## src/rtl/clkdiv_pkg.sv

```systemverilog
// Shared types and constants for the multi-channel clock divider.
// Latency: n/a (types and constant functions only).
// Backpressure: n/a.
// Optional feature macro used by this block: CLKDIV_CTRL_READBACK_EN.
package clkdiv_pkg;

    // Default divisor width. A build that overrides Width uses the module-local
    // equivalents of div_t and cfg_t.
    localparam int DivWidth = 16;

    // 50 MHz core clock divided down to 9600 Hz.
    localparam int ResetDivDefault = 5208;

    typedef logic [DivWidth-1:0] div_t;

    typedef struct packed {
        div_t div;
        logic ena;
    } cfg_t;

    // Channel index width. Keeps at least one bit so a single-channel build
    // still has a legal select port.
    function automatic int chan_idx_width(input int n);
        return (n > 1) ? $clog2(n) : 1;
    endfunction

endpackage

```

## src/rtl/clkdiv_chan.sv

```systemverilog
// One divider channel: counter, shadow register and boundary-aligned activation.
// Latency: tick/ckout/pending are combinational from state; a staged write is visible one cycle after acceptance.
// Backpressure: pending_o high means the shadow is occupied; the parent must not assert wr_i then.
// Ports: clk_i/rst_i (async active-high), wr_i + wr_div_i/wr_ena_i stage a config,
//        tick_o/ckout_o/pending_o status; div_o/cnt_o/ena_o only with CLKDIV_CTRL_READBACK_EN.
module clkdiv_chan
    import clkdiv_pkg::*;
#(
    parameter int Width    = 16,
    parameter int ResetDiv = ResetDivDefault
) (
    input  logic             clk_i,
    input  logic             rst_i,
    input  logic             wr_i,
    input  logic [Width-1:0] wr_div_i,
    input  logic             wr_ena_i,
    output logic             tick_o,
    output logic             ckout_o,
    output logic             pending_o
`ifdef CLKDIV_CTRL_READBACK_EN
    ,
    output logic [Width-1:0] div_o,
    output logic [Width-1:0] cnt_o,
    output logic             ena_o
`endif
);

    typedef struct packed {
        logic [Width-1:0] div;
        logic             ena;
    } shadow_t;

    localparam logic [Width-1:0] One       = Width'(1);
    localparam logic [Width-1:0] ResetDivW = (ResetDiv < 1) ? One : Width'(ResetDiv);

    logic [Width-1:0] div_q, div_d;
    logic [Width-1:0] cnt_q, cnt_d;
    logic             ena_q, ena_d;
    shadow_t          sh_q, sh_d;
    logic             pend_q, pend_d;

    logic at_end;
    logic tick_raw;
    logic act;

    assign at_end   = (cnt_q == div_q - One);
    assign tick_raw = ena_q & at_end;
    // Swap in the shadow at the period boundary, or straight away when idle.
    assign act      = pend_q & (tick_raw | ~ena_q);

    assign tick_o    = ~rst_i & tick_raw;
    // D=1 has no low/high split; the wave stays low.
    assign ckout_o   = ~rst_i & ena_q & (div_q != One) & (cnt_q >= (div_q >> 1));
    // Cleared in the activation cycle so the parent can accept the next write
    // on the same edge that retires the current one.
    assign pending_o = pend_q & ~act;

    always_comb begin
        div_d  = div_q;
        ena_d  = ena_q;
        cnt_d  = cnt_q;
        sh_d   = sh_q;
        pend_d = pend_q;

        if (act) begin
            div_d  = sh_q.div;
            ena_d  = sh_q.ena;
            cnt_d  = '0;
            pend_d = 1'b0;
        end else if (ena_q) begin
            cnt_d = at_end ? '0 : cnt_q + One;
        end else begin
            cnt_d = '0;
        end

        // A write on the activation edge restages; the retiring value has
        // already been copied into div_d/ena_d above.
        if (wr_i) begin
            sh_d.div = (wr_div_i == '0) ? One : wr_div_i;
            sh_d.ena = wr_ena_i;
            pend_d   = 1'b1;
        end
    end

    always_ff @(posedge clk_i or posedge rst_i) begin
        if (rst_i) begin
            div_q  <= ResetDivW;
            ena_q  <= 1'b1;
            cnt_q  <= '0;
            sh_q   <= '0;
            pend_q <= 1'b0;
        end else begin
            div_q  <= div_d;
            ena_q  <= ena_d;
            cnt_q  <= cnt_d;
            sh_q   <= sh_d;
            pend_q <= pend_d;
        end
    end

`ifdef CLKDIV_CTRL_READBACK_EN
    assign div_o = div_q;
    assign cnt_o = cnt_q;
    assign ena_o = ena_q;
`endif

endmodule

```

## src/rtl/clkdiv_ctrl.sv

```systemverilog
// Multi-channel clock divider: config write decode and ready muxing over clkdiv_chan instances.
// Latency: write staged one cycle after acceptance; active at the channel's next period boundary.
// Backpressure: cfg_ready = ~pending of the addressed channel; out-of-range channels always accept and drop.
// Ports: clock/reset (async active-high); cfg_valid/cfg_ready/cfg_chan/cfg_div/cfg_ena write port;
//        tick/ckout/pending per channel. CLKDIV_CTRL_READBACK_EN adds rd_chan -> rd_div/rd_cnt/rd_ena (1-cycle).
module clkdiv_ctrl
    import clkdiv_pkg::*;
#(
    parameter int Channels = 4,
    parameter int Width    = 16,
    parameter int ResetDiv = ResetDivDefault
) (
    input  logic                                   clock,
    input  logic                                   reset,
    input  logic                                   cfg_valid,
    output logic                                   cfg_ready,
    input  logic [chan_idx_width(Channels)-1:0]    cfg_chan,
    input  logic [Width-1:0]                       cfg_div,
    input  logic                                   cfg_ena,
    output logic [Channels-1:0]                    tick,
    output logic [Channels-1:0]                    ckout,
    output logic [Channels-1:0]                    pending
`ifdef CLKDIV_CTRL_READBACK_EN
    ,
    input  logic [chan_idx_width(Channels)-1:0]    rd_chan,
    output logic [Width-1:0]                       rd_div,
    output logic [Width-1:0]                       rd_cnt,
    output logic                                   rd_ena
`endif
);

    logic [31:0]         cfg_chan_ext;
    logic [Channels-1:0] wr_sel;

    // Widened so indices past Channels (non power-of-two builds) never match.
    assign cfg_chan_ext = 32'(cfg_chan);

    always_comb begin
        cfg_ready = 1'b1;
        wr_sel    = '0;
        for (int i = 0; i < Channels; i++) begin
            if (cfg_chan_ext == 32'(i)) begin
                cfg_ready = ~pending[i];
                wr_sel[i] = cfg_valid & ~pending[i];
            end
        end
    end

`ifdef CLKDIV_CTRL_READBACK_EN
    logic [Width-1:0]    ch_div [Channels];
    logic [Width-1:0]    ch_cnt [Channels];
    logic [Channels-1:0] ch_ena;
`endif

    for (genvar g = 0; g < Channels; g++) begin : g_chan
        clkdiv_chan #(
            .Width    (Width),
            .ResetDiv (ResetDiv)
        ) u_chan (
            .clk_i     (clock),
            .rst_i     (reset),
            .wr_i      (wr_sel[g]),
            .wr_div_i  (cfg_div),
            .wr_ena_i  (cfg_ena),
            .tick_o    (tick[g]),
            .ckout_o   (ckout[g]),
            .pending_o (pending[g])
`ifdef CLKDIV_CTRL_READBACK_EN
            ,
            .div_o     (ch_div[g]),
            .cnt_o     (ch_cnt[g]),
            .ena_o     (ch_ena[g])
`endif
        );
    end

`ifdef CLKDIV_CTRL_READBACK_EN
    logic [31:0]      rd_chan_ext;
    logic [Width-1:0] rd_div_q, rd_div_d;
    logic [Width-1:0] rd_cnt_q, rd_cnt_d;
    logic             rd_ena_q, rd_ena_d;

    assign rd_chan_ext = 32'(rd_chan);

    always_comb begin
        rd_div_d = '0;
        rd_cnt_d = '0;
        rd_ena_d = 1'b0;
        for (int i = 0; i < Channels; i++) begin
            if (rd_chan_ext == 32'(i)) begin
                rd_div_d = ch_div[i];
                rd_cnt_d = ch_cnt[i];
                rd_ena_d = ch_ena[i];
            end
        end
    end

    always_ff @(posedge clock or posedge reset) begin
        if (reset) begin
            rd_div_q <= '0;
            rd_cnt_q <= '0;
            rd_ena_q <= 1'b0;
        end else begin
            rd_div_q <= rd_div_d;
            rd_cnt_q <= rd_cnt_d;
            rd_ena_q <= rd_ena_d;
        end
    end

    assign rd_div = rd_div_q;
    assign rd_cnt = rd_cnt_q;
    assign rd_ena = rd_ena_q;
`endif

endmodule

```

## config.mk

```make
export PLATFORM = sky130hd
export DESIGN_NAME = clkdiv_ctrl
export DESIGN_NICKNAME = d
export VERILOG_FILES = /design/src/rtl/clkdiv_pkg.sv /design/src/rtl/clkdiv_chan.sv /design/src/rtl/clkdiv_ctrl.sv
export SDC_FILE = /design/constraint.sdc
export NUM_CORES = 1
export LEC_CHECK = 0
export CAP_MARGIN = 40
export CORE_ASPECT_RATIO = 1.4
export CORE_MARGIN = 2
export CORE_UTILIZATION = 43
export DETAILED_ROUTE_END_ITERATION = 16
export GPL_TIMING_DRIVEN = 0
export PLACE_DENSITY = 0.58
export SLEW_MARGIN = 20
export SYNTH_ARGS = -nofsm -noshare
export SYNTH_HDL_FRONTEND = slang
export SYNTH_SLANG_ARGS = --single-unit
```

## constraint.sdc

```tcl
create_clock -name clock -period 7.5 [get_ports clock]
set_input_delay 0.75 -clock clock [delete_from_list [all_inputs] [get_ports clock]]
set_output_delay 0.75 -clock clock [all_outputs]
set_load 0.1 [all_outputs]
```

==> flow_summary.ini <==
[power_and_ir_drop]
irDropWorstVdd_mv = 0.1431
p_leak_nw = 6.314
power_mw = 4.691
power_density_mw_per_mm2 = 334.2

[synthesis]
yosys.area.top_type = dfrtp_1
syn_area_mm2 = 0.01224
synth_compound_area_frac = 0.06673
syn-num-nets = 1253
synth_top_cells_by_count = 180 x dfrtp_1, 104 x mux2_2, 102 x nor2_1
muxShareOfSynthArea = 0.1339
synth_area_leaders = dfrtp_1 37%, mux2_2 9.6%, ha_1 7.4%, dfstp_2 5.2%, xor2_1 5.2%
synth_simple_gate_area_share = 0.1548
synth_top_family_by_area = simple AND/OR/NAND/NOR gates
synth_xor_area_frac = 0.1013
yosysWarnings = 0
synth_enable_flop_cells = 0
synth_top_area_share = 0.3679
async_reset_ff_frac = 1.000
yosysSeqAreaShare = 0.4194
synth_fa_ha_area_frac = 0.07358
synth.most_common_cell = dfrtp_1
ys_types = 80
syn_avg_cell_area_um2 = 10.56
ys.flop_type = dfrtp_1
synthCells = 1159
ys_ff_latch = 204

[clocking]
postCtsSetupBuffers = 0
cts_resized = 0
cts.sinks = 204
cts.reportedPaths.clkPinSlew_ns = 0.07
cts_hold_buf = 0
cts-root-buf = clkbuf_16
cts_buffer_depth = 3
htree_levels = 1
cts_tree = yes
cts-buffers-inserted = 21
clk_latency_ns = 0.52

[placement]
gp_congestion = 0.8495
dp_hpwl_um = 19890
port_buffers = 34

[critical_path]
end_kind = output pin
cp.depth = 13
path_max_fanout = 10
cp.arrival_ns = 4.95
slowest_delay_ns = 0.55
path_buf_inv = 4
crit_chain = inv_1 > ha_1 > nor3b_2 > xor2_1 > or3_1 > a2111oi_0 > o2111ai_1 > o21ai_1 > buf_4 > or2_1 > mux4_2 > clkdlybuf4s50_1 > buf_8
r2r_slack_ns = 3.59
startpoint_type = flip-flop
r2r_cells = 12
cp_top_family = simple AND/OR/NAND/NOR gates
cpMaxStageDelayCell = a2111oi_0
required_ns = 6.75
worstSetupPathType = flip-flop to output pin

[layout]
drive_gt1_frac = 0.1997
n_antenna_cell = 0
area_delta_synth_final_pct = 14.63
finalNetCount = 1327

[sta]
min_period_over_period = 0.7606
drv_slew = 0
timing.fmax_ghz = 0.1753
setup_viol = 0
finalHoldViolCount = 0
holdWs_ns = 0.4782
rsz0062_at_grt = no
skew_ns = 0.01820
relSlewSlack = 0.5173
tightest_slew_ns = 0.7225
finalCriticalPeriod_ns = 5.704

[grt]
grtUsageMet3 = 0.01969
grt_max_degree = 89
grt_use_met2 = 0.3343
antenna_found_initial = 0
grt_usage = 0.1852
use_met1 = 0.2360
overflow = 0
grt_pass1_vias = 8734
grt_pass1_wl_um = 44930
grt_busiest_layer = met2

[min_path]
holdPathStages = 1
min_path_type = flip-flop to flip-flop

[floorplanning]
placementRows = 73
die_h_um = 203.7
design.die.area_mm2 = 0.02986
start_util = 0.4338
io_pins = 35
fp.dieW_um = 146.6
core-area_mm2 = 0.02822

[drt]
vias = 8567
wl_per_cell_um = 16.58
drt_pass1_iterations = 4
first_iter_violations = 387
vias_per_cell = 5.282
finalWirelength_um = 26900
ant_nets = 0
drc = 0

[flow_run]
maxCapViolCount = 0

[status]
outcome = complete, no violations
## state kept, by name, indices dropped and copies added (netlist names)
name / cells
g_chan.u_chan.cnt_q: 64
g_chan.u_chan.div_q: 64
g_chan.u_chan.ena_q: 4
g_chan.u_chan.pend_q: 4
g_chan.u_chan.sh_q: 68
## layout by cell type, fill, tap and decap left out, types with 20 or more instances in the layout
cell,Yosys,routed
clkbuf_16,0,21
clkdlybuf4s50_1,0,34
nor2_1,102,102
inv_1,79,78
mux2_4,20,20
xnor2_1,67,67
clkbuf_1,25,31
nand3_1,53,53
mux2_2,104,104
and3_1,24,24
nand2_1,44,44
nor3_1,22,22
nor4_1,24,24
xor2_1,72,72
ha_1,72,72
dfrtp_1,180,180
dfstp_2,24,24
## metrics by stage
step	area (um2)	setup WS, ns	setup TNS [ns]	util	std cells
after floorplan	12240	0.6825	0	-	1159
after global placement	13050	-3.235	-343.37	0.4625	1568
after detailed placement	13320	2.307	0	0.4720	1585
after CTS	14030	1.747	0	0.4973	1622
after global routing	14030	1.514	0	0.4973	1622
final	14030	1.796	0	0.4973	1622
## cell families after synthesis
family | count (synthesis)
adder cells (fa/ha/maj) | 72
XOR/XNOR | 140
AO/OA/AOI/OAI | 114
AND/OR/NAND/NOR | 358
multiplexers | 138
buffers and inverters | 133
flip-flops | 204
## worst paths after layout
path	start	end
worst max-delay path	g_chan[0].u_chan.div_q[1]	cfg_ready
worst min-delay path	g_chan[0].u_chan.sh_q[10]	g_chan[0].u_chan.div_q[9]
worst max register to register	g_chan[0].u_chan.div_q[1]	g_chan[0].u_chan.div_q[5]
worst min register to register	g_chan[0].u_chan.sh_q[10]	g_chan[0].u_chan.div_q[9]
max in group asynchronous	reset	g_chan[1].u_chan.div_q[12]
min in group asynchronous	reset	g_chan[3].u_chan.div_q[0]
## routing by layer
layer  part of all wire  vias up  wire [um]
met5                  0        -          0
met4              0.017        0        466
met3              0.029       29        767
met2               0.51      105      13620
met1               0.45     4238      12050
li1                   -     4195          -
## final cells by class
type                       count  area [um2]
fill                        2651       14190
multi-input combinational    822        6492
sequential                   204        5135
buffer                        54       319.1
clock inverter                 6       111.4
tap                          375       469.2
inverter                      79       304.0
clock buffer                  31       603.1
timing repair buffer          51       600.6
## power breakdown
part / total [mW] / internal [mW] / switching, mW
Sequential: 1.84 / 1.47 / 0.370
Combinational: 1.76 / 0.874 / 0.883
Clock: 1.10 / 0.660 / 0.436
## worst reg2reg max path, stage by stage (launching register included)
cell and delay (ns):
dfrtp_1 0.46, inv_1 0.11, ha_1 0.20, nor3b_2 0.53, xor2_1 0.16, or3_1 0.37, a2111oi_0 0.55, o2111ai_1 0.26
o21ai_1 0.30, buf_4 0.25, nand2_4 0.12, buf_6 0.17, mux2_1 0.31
Note: power is estimated with default switching activity, not from simulation.
